`config.mk`:
```
export PLATFORM = sky130hd
export DESIGN_NAME = dds_nco
export DESIGN_NICKNAME = d
export VERILOG_FILES = /design/src/rtl/dds_nco.sv
export SDC_FILE = /design/constraint.sdc
export NUM_CORES = 1
export LEC_CHECK = 0
export CORE_UTILIZATION = 55
export CTS_CLUSTER_SIZE = 25
export DETAILED_ROUTE_END_ITERATION = 12
export PLACE_DENSITY = 0.77
export RECOVER_POWER = 50
export SLEW_MARGIN = 0
export SYNTH_ARGS = -nofsm -noshare
export SYNTH_HDL_FRONTEND = slang
export SYNTH_SLANG_ARGS = --single-unit
```
`constraint.sdc`:
```
create_clock -name i_clk -period 13.9 [get_ports i_clk]
set_clock_uncertainty 0.1 [all_clocks]
set_input_delay 1.39 -clock i_clk [delete_from_list [all_inputs] [get_ports i_clk]]
set_output_delay 1.39 -clock i_clk [all_outputs]
set_load 0.01 [all_outputs]
```
`src/rtl/dds_nco.sv`:
```
// Phase-accumulator NCO: sine/square/saw/triangle shaping with phase offset and
// amplitude scaling. Retuning is deferred to the next accumulator wrap.
module dds_nco #(
    parameter int ACC_W        = 32,
    parameter int LUT_AW       = 8,
    parameter int OUT_W        = 16,
    parameter int AMP_W        = 9,
    parameter bit USE_LUT_DATA = 1'b0,
    parameter logic [(2**LUT_AW)*OUT_W-1:0] LUT_DATA = '0
) (
    input  logic                    i_clk,
    input  logic                    i_rst_n,
    input  logic                    i_en,
    input  logic                    i_sync_clr,
    input  logic                    i_cfg_valid,
    output logic                    o_cfg_ready,
    input  logic [ACC_W-1:0]        i_cfg_fword,
    input  logic [ACC_W-1:0]        i_cfg_poff,
    input  logic [1:0]              i_cfg_mode,
    input  logic [AMP_W-1:0]        i_cfg_amp,
    output logic                    o_wrap,
    output logic                    o_out_valid,
    output logic signed [OUT_W-1:0] o_out
);

    localparam int     LUT_N = 2**LUT_AW;
    localparam int     P_W   = OUT_W + AMP_W + 1;
    localparam longint SCALE = (64'sd1 <<< (OUT_W - 1)) - 64'sd1;

    // Odd Taylor series of sin(2*pi*j/LUT_N) in Q30 for j in the first quadrant.
    function automatic longint quarterSine(input int j);
        longint x, x2, term, s;
        x    = (longint'(j) * 64'sd3373259426 * 64'sd2) / longint'(LUT_N);
        x2   = (x * x) >>> 30;
        term = x;
        s    = x;
        for (int k = 1; k <= 4; k++) begin
            term = -((term * x2) >>> 30) / longint'((2 * k) * (2 * k + 1));
            s    = s + term;
        end
        return (s * SCALE + (64'sd1 <<< 29)) >>> 30;
    endfunction

    function automatic longint halfSine(input int m);
        return (m <= LUT_N / 4) ? quarterSine(m) : quarterSine(LUT_N / 2 - m);
    endfunction

    function automatic logic [LUT_N*OUT_W-1:0] genSine();
        logic [LUT_N*OUT_W-1:0] tbl;
        longint                 v;
        tbl = '0;
        for (int i = 0; i < LUT_N; i++) begin
            v = (i <= LUT_N / 2) ? halfSine(i) : -halfSine(i - LUT_N / 2);
            tbl[i*OUT_W +: OUT_W] = OUT_W'(v);
        end
        return tbl;
    endfunction

    localparam logic [LUT_N*OUT_W-1:0] LUT_TBL   = USE_LUT_DATA ? LUT_DATA : genSine();
    localparam logic [AMP_W-1:0]       AMP_UNITY = {1'b1, {(AMP_W-1){1'b0}}};
    localparam logic [OUT_W-1:0]       POS_FS    = {1'b0, {(OUT_W-1){1'b1}}};
    localparam logic [OUT_W-1:0]       NEG_FS    = {1'b1, {(OUT_W-2){1'b0}}, 1'b1};
    localparam logic [OUT_W-1:0]       SAT_LO    = {1'b1, {(OUT_W-1){1'b0}}};

    typedef enum logic {RUN, PEND} state_t;

    state_t                  r_state, w_state_nxt;
    logic [ACC_W-1:0]        r_acc, r_fword, r_poff, r_sh_fword, r_sh_poff, w_acc_sum;
    logic [1:0]              r_mode, r_sh_mode, r_s1_mode;
    logic [AMP_W-1:0]        r_amp, r_sh_amp, r_s1_amp, r_s2_amp;
    logic                    r_wrap, w_carry, w_load_direct, w_apply_shadow;
    logic                    r_v1, r_v2, r_v3;
    logic [OUT_W-1:0]        r_s1_t, w_tri, w_wave, r_s2_wave, w_sat;
    logic [LUT_AW-1:0]       w_idx;
    logic signed [P_W-1:0]   w_prod, w_scaled;
    logic signed [OUT_W-1:0] r_out;

    assign {w_carry, w_acc_sum} = {1'b0, r_acc} + {1'b0, r_fword};

    always_comb begin
        w_state_nxt    = r_state;
        o_cfg_ready    = 1'b0;
        w_load_direct  = 1'b0;
        w_apply_shadow = 1'b0;
        case (r_state)
            RUN: begin
                o_cfg_ready = 1'b1;
                if (i_cfg_valid) begin
                    if (i_en) w_state_nxt = PEND;
                    else      w_load_direct = 1'b1;
                end
            end
            PEND: begin
                // A running accumulator only retunes on the edge that carries out.
                if (!i_en || i_sync_clr || w_carry) begin
                    w_apply_shadow = 1'b1;
                    w_state_nxt    = RUN;
                end
            end
            default: w_state_nxt = RUN;
        endcase
    end

    always_ff @(posedge i_clk) begin
        if (!i_rst_n) begin
            r_state    <= RUN;
            r_fword    <= '0;
            r_poff     <= '0;
            r_mode     <= '0;
            r_amp      <= AMP_UNITY;
            r_sh_fword <= '0;
            r_sh_poff  <= '0;
            r_sh_mode  <= '0;
            r_sh_amp   <= AMP_UNITY;
        end else begin
            r_state <= w_state_nxt;
            if (o_cfg_ready && i_cfg_valid) begin
                r_sh_fword <= i_cfg_fword;
                r_sh_poff  <= i_cfg_poff;
                r_sh_mode  <= i_cfg_mode;
                r_sh_amp   <= i_cfg_amp;
            end
            if (w_load_direct) begin
                r_fword <= i_cfg_fword;
                r_poff  <= i_cfg_poff;
                r_mode  <= i_cfg_mode;
                r_amp   <= i_cfg_amp;
            end else if (w_apply_shadow) begin
                r_fword <= r_sh_fword;
                r_poff  <= r_sh_poff;
                r_mode  <= r_sh_mode;
                r_amp   <= r_sh_amp;
            end
        end
    end

    always_ff @(posedge i_clk) begin
        if (!i_rst_n || i_sync_clr) begin
            r_acc  <= '0;
            r_wrap <= 1'b0;
        end else if (i_en) begin
            r_acc  <= w_acc_sum;
            r_wrap <= w_carry;
        end else begin
            r_wrap <= 1'b0;
        end
    end

    assign w_idx = r_s1_t[OUT_W-1 -: LUT_AW];

    always_comb begin
        w_tri = r_s1_t[OUT_W-1] ? ~(r_s1_t << 1) : (r_s1_t << 1);
        case (r_s1_mode)
            2'd0:    w_wave = LUT_TBL[int'(w_idx) * OUT_W +: OUT_W];
            2'd1:    w_wave = r_s1_t[OUT_W-1] ? NEG_FS : POS_FS;
            2'd2:    w_wave = {~r_s1_t[OUT_W-1], r_s1_t[OUT_W-2:0]};
            default: w_wave = {~w_tri[OUT_W-1], w_tri[OUT_W-2:0]};
        endcase
    end

    assign w_prod   = $signed(r_s2_wave) * $signed({1'b0, r_s2_amp});
    assign w_scaled = w_prod >>> (AMP_W - 1);

    always_comb begin
        if (!w_scaled[P_W-1] && (|w_scaled[P_W-2:OUT_W-1]))
            w_sat = POS_FS;
        else if (w_scaled[P_W-1] && !(&w_scaled[P_W-2:OUT_W-1]))
            w_sat = SAT_LO;
        else
            w_sat = w_scaled[OUT_W-1:0];
    end

    // Mode and amplitude travel with each sample so a retune never mixes configs.
    always_ff @(posedge i_clk) begin
        if (!i_rst_n) begin
            r_s1_t    <= '0;
            r_s1_mode <= '0;
            r_s1_amp  <= '0;
            r_v1      <= 1'b0;
            r_s2_wave <= '0;
            r_s2_amp  <= '0;
            r_v2      <= 1'b0;
            r_out     <= '0;
            r_v3      <= 1'b0;
        end else begin
            r_s1_t    <= OUT_W'((r_acc + r_poff) >> (ACC_W - OUT_W));
            r_s1_mode <= r_mode;
            r_s1_amp  <= r_amp;
            r_v1      <= i_en;
            r_s2_wave <= w_wave;
            r_s2_amp  <= r_s1_amp;
            r_v2      <= r_v1;
            if (r_v2) r_out <= w_sat;
            r_v3      <= r_v2;
        end
    end

    assign o_wrap      = r_wrap;
    assign o_out_valid = r_v3;
    assign o_out       = r_out;

endmodule

```
Word-level counts from Yosys, hierarchy flattened:

Index checks and enable logic that the tools add are counted.

* memories: 0
* register bits: 255
* input port bits: 80
* latch bits: 0
* bits in writable memories: 0
* word-level logic and storage cells: 69
* output and inout port bits: 19
* bits in read-only memories: 0

* multiply operators: 1
* divide/modulo/power cells: 0
* order comparisons: 0
* mux-type cells: 23
* $add $sub $neg: 2
* bitwise gates (word level): 5
* eq/ne operators: 2
* reduce and logical (&&, ||, !) cells: 15
* shift operators: 1

Operator list (count)
* 4096-bit by 13-bit indexed part select with 16-bit output, first input constant: 1
* 32-bit 2-to-1 mux: 4
* 16-bit 2-to-1 mux: 4
* 16-bit one-hot mux with 3 select lines: 1
* 32-bit by 32-bit adder with 33-bit output: 1
* 32-bit adder: 1
* 16-bit by 10-bit multiplier with 26-bit output: 1
* 9-bit 2-to-1 mux: 2
* 16-bit inverter: 1
* 1-bit 2-to-1 mux: 9
* 1-bit logical NOT: 4
* 2-bit 2-to-1 mux: 2
* 1-bit inverter: 4
* 1-bit logical AND: 3
* 1-bit logical OR: 3
* 3-bit AND reduction: 1
* 3-bit OR reduction: 1
* 2-bit by 1-bit == test with 1-bit output, second input constant: 1
* 2-bit == test, second input constant: 1
* 2-bit logical NOT: 1
* 1-bit one-hot mux with 2 select lines: 1
* 2-bit nonzero test: 1
* 2-bit OR reduction: 1

Logic depth before layout (Yosys ltp):

* word-level depth: 7
* depth in mapped cells: 23
* gate-level depth less buffers: 21

Least setup slack after synthesis:

Ideal clock, no wire load.

* kind: register -> register
* start point: register r_s2_amp[3]
* end point: register r_out[10], in the netlist o_out[10]
* period minus slack after synthesis: 6008 ps
* path slack: 7892 ps
* required time: 13680 ps
* library setup time: 120 ps
* path buffers: 2
* data arrival time: 5788 ps
* cell stages (with the launch flop): 24
* cells stage by stage: dfxtp_1 clkbuf_1 nand2_1 fa_1 inv_1 fa_1 inv_1 fa_1 inv_1 fa_1 inv_1 fa_1 inv_1 ha_1 nand4_1 o21ai_0 o21a_1 a21oi_1 o21a_1 o21bai_1 or3_1 a31oi_2 buf_4 a21oi_1

* word-level cells in the longest chain between the ends: 6
* elaborated cells on any way between the ends: 9
* those cells by class: mul (1); mux (2); reduce/logical (6)

RTL lines
* start: declaration: line 70 `logic [AMP_W-1:0] r_amp, r_sh_amp, r_s1_amp, r_s2_amp;`
* start signal: assignment: line 191 `r_s2_amp <= r_s1_amp;`
* 16-bit by 10-bit multiplier with 26-bit output *: line 161 `assign w_prod = $signed(r_s2_wave) * $signed({1'b0, r_s2_amp});`
* 3-bit AND reduction: line 167 `else if (w_scaled[P_W-1] && !(&w_scaled[P_W-2:OUT_W-1]))`
* 1-bit logical NOT: line 167
* 1-bit logical AND: line 167
* 16-bit 2-to-1 mux: line 167
* 16-bit 2-to-1 mux *: line 165 `if (!w_scaled[P_W-1] && (|w_scaled[P_W-2:OUT_W-1]))`
* end signal: assignment: line 193 `if (r_v2) r_out <= w_sat;`
* end: declaration: line 76 `logic signed [OUT_W-1:0] r_out;`

Every way passes the cells marked *; elsewhere a longest branch is shown, timed or not.
A chain may end at the register's enable or synchronous reset.

Worst setup path after layout:

* start point: input port i_rst_n
* end point: register r_acc[27]

* word-level cells in the longest chain between the ends: 2

RTL lines
* start: declaration: line 12 `input logic i_rst_n,`
* 1-bit logical NOT
* 1-bit logical OR: line 138 `if (!i_rst_n || i_sync_clr) begin`
* end signal: assignment: line 142 `r_acc <= w_acc_sum;`
* end: declaration: line 68 `logic [ACC_W-1:0] r_acc, r_fword, r_poff, r_sh_fword, r_sh_poff, w_acc_sum;`

Every way passes these cells.

==> impl_metrics.py <==
metrics = {
    "synthesis": {
        "synth-seq-area-share_pct": 23.5,
        "synth-edff-count": 0,
        "synthFlopType": "dfxtp_1",
        "ys_async_sr_fraction_pct": 0,
        "yosys_register_bits": 255,
        "syn_area_per_cell_um2": 7.76,
        "synthCells": 2804,
        "yosys_warnings": 0,
        "ys_types": 81,
        "syn-num-nets": 3136,
        "synth_area_mm2": 0.0218,
    },
    "pwr": {
        "p_sw_share_pct": 33.1,
        "switchingPower_mw": 0.683,
        "seqPwrFrac_pct": 40.3,
        "intPower_mw": 1.38,
        "power.leakage_nw": 10.7,
        "combPwrFrac_pct": 25.2,
        "peakVddDrop_v": 0.0000900,
        "power.density_mw_per_mm2": 87.1,
        "power_frac_clock_pct": 34.6,
    },
    "global_route": {
        "grt_max_degree": 118,
        "grt-ovfl-total": 0,
        "grt_pass1_wl_mm": 111,
        "grt_pass1_vias": 20173,
        "grt.total_usage_pct": 34.2,
        "antenna_found_initial": 0,
    },
    "place": {
        "gp_congestion": 1.02,
        "portBuffers": 98,
        "dp_hpwl_mm": 49.8,
        "post-place-ws_ps": 6980,
        "dpl_cell_area_mm2": 0.0228,
        "dpl.cell_count": 3247,
    },
    "sta": {
        "min_period_ps": 7860,
        "finalCritPeriodShare_pct": 56.5,
        "fin_tns_setup_ps": 0,
        "fmax_ghz": 0.127,
        "fin_ws_ps": 6040,
        "relSlewSlack_pct": -198,
        "finalHoldViolations": 0,
        "hold_ws_ps": 332,
        "drv_slew": 312,
        "rsz0062_at_grt": "no",
        "worst_slew_pin_slew_ps": 4470,
        "setup_viol": 0,
    },
    "clock_network": {
        "clk_pin_slew_ps": 60,
        "cts-htree-levels": 1,
        "cts_setup_buffers": 0,
        "cts_tree": "yes",
        "post_cts_resized": 0,
        "root_buffer": "clkbuf_16",
        "ctsHoldBuffers": 0,
        "clock_latency_ps": 570,
        "numCtsBuffers": 28,
        "clk_path_buf_depth": 3,
        "clock_sinks": 255,
    },
    "die": {
        "ios": 99,
        "core-area_mm2": 0.0388,
        "dieArea_mm2": 0.0404,
        "initial_core_util_pct": 56.1,
        "die_w_um": 201,
        "num_rows": 72,
        "die_h_um": 201,
    },
    "finish": {
        "diodes": 0,
        "final_cells": 3297,
        "final_area_mm2": 0.0237,
        "final_common_cell": "nand2_1",
        "final_nets": 3091,
        "syn2layout_area_growth_pct": 8.76,
        "final_cell_mix": "477 x nand2_1, 251 x dfxtp_1, 226 x a21oi_1",
        "drive_gt1_share_pct": 4.39,
    },
    "outcome": {
        "violations": "max-capacitance violations, max-slew violations",
        "status": "finished with violations",
    },
    "detailed_routing": {
        "num_vias": 20764,
        "detail-route-antenna-nets": 0,
        "routed_wl_mm": 69.5,
        "routed_via_density": 6.30,
        "drc_errors": 0,
        "drt-pass1-iter-count": 9,
        "dr.first_iter.drc_count": 2315,
        "wl_per_cell_um": 21.1,
    },
    "job": {
        "drv_cap": 5,
    },
    "critical_path": {
        "crit_type": "in -> reg",
        "r2r_slack_ps": 6950,
        "cp_data_arrival_time_ps": 8230,
        "reg2reg_depth": 21,
        "crit_required_ps": 14270,
        "worstReg2RegEnd": "o_out[4]",
        "worstReg2RegStart": "r_s2_amp[2]",
        "critPathLaunchType": "primary input",
        "setup.worst_path.end_class": "flip-flop",
        "path_max_fanout": 117,
    },
    "min_path": {
        "min_to": "r_s2_amp[0]",
        "hp-class": "reg -> reg",
        "hold_depth": 1,
        "hp-start": "r_s1_amp[0]",
    },
}
synthesized netlist by cell type, types with 38 or more instances:
cell | n | area, µm²
o211a_1 | 38 | 380
nor2_1 | 161 | 604
a22o_1 | 47 | 412
dfxtp_1 | 255 | 5100
a21oi_1 | 226 | 1130
nand3_1 | 78 | 390
inv_1 | 181 | 679
clkbuf_1 | 138 | 518
o21ai_0 | 175 | 876
a21boi_0 | 42 | 315
and2_1 | 105 | 657
nand2_1 | 479 | 1800
xnor2_1 | 45 | 394
fa_1 | 122 | 2440
ha_1 | 130 | 1630
how the worst max path moves through the flow:
stage,slack [ps],end,cells past startpoint,start
floorplan,7890,o_out[10],23,r_s2_amp[3]
global placement,7320,o_out[13],21,r_s2_amp[3]
detailed placement,6980,o_out[4],21,r_s2_amp[2]
CTS,6920,o_out[4],21,r_s2_amp[2]
global route,5200,r_acc[27],8,i_rst_n
finish,6040,r_acc[27],8,i_rst_n
sequential cells by signal (all words and copies together), names as in the netlist, 16 cells and up:
name / flops
r_sh_fword: 32
r_acc: 32
r_s1_t: 16
r_s2_wave: 16
r_fword: 32
r_poff: 32
r_sh_poff: 32
o_out: 16
area by class of cell:
cell class | count | area [µm²]
Clock inverter | 12 | 123
Sequential cell | 255 | 5110
Multi-Input combinational cell | 2158 | 15100
Tap cell | 518 | 648
Clock buffer | 38 | 768
Timing Repair Buffer | 132 | 1210
Fill cell | 3485 | 15200
Inverter | 184 | 691
per-layer routing:
metal  wire, µm  global-route usage [%]  vias up
met4       2590                    12.6        0
met3       6320                    6.25      181
met1      28300                    44.3     9904
li1           -                       -     9641
met5          0                       0        -
met2      32300                    56.7     1038
cell families after synthesis:
kind of cell	Yosys count	share of synthesized area, %
mux	45	2.70
simple gates	975	20.2
xor+xnor	64	2.61
compound gates	822	25.1
buf+inv	391	7.22
fa+ha+maj	252	18.7
flops	255	23.5
critical path, stage by stage:
cell	delay, ps
clkbuf_1	1980
clkbuf_1	3280
nand2_1	180
clkbuf_1	700
nor2_1	350
a21oi_1	60
o21ai_0	80
a21boi_1	170
power by group through the flow:
stage / logic, mW / registers, mW / clock network, mW
global placement: 0.500 / 0.844 / 0
finish: 0.519 / 0.831 / 0.713
global route: 0.563 / 0.837 / 0.751
CTS: 0.505 / 0.830 / 0.723
detailed placement: 0.502 / 0.845 / 0
floorplan: 0.361 / 0.813 / 0
through the flow:
step	util [%]	power, mW
4_1_cts	61.0	2.06
2_1_floorplan	-	1.17
6_report	61.0	2.06
3_5_place_dp	58.7	1.35
3_3_place_gp	58.7	1.34
5_1_grt	61.0	2.15
No activity file was read; power rests on OpenSTA's default activity.
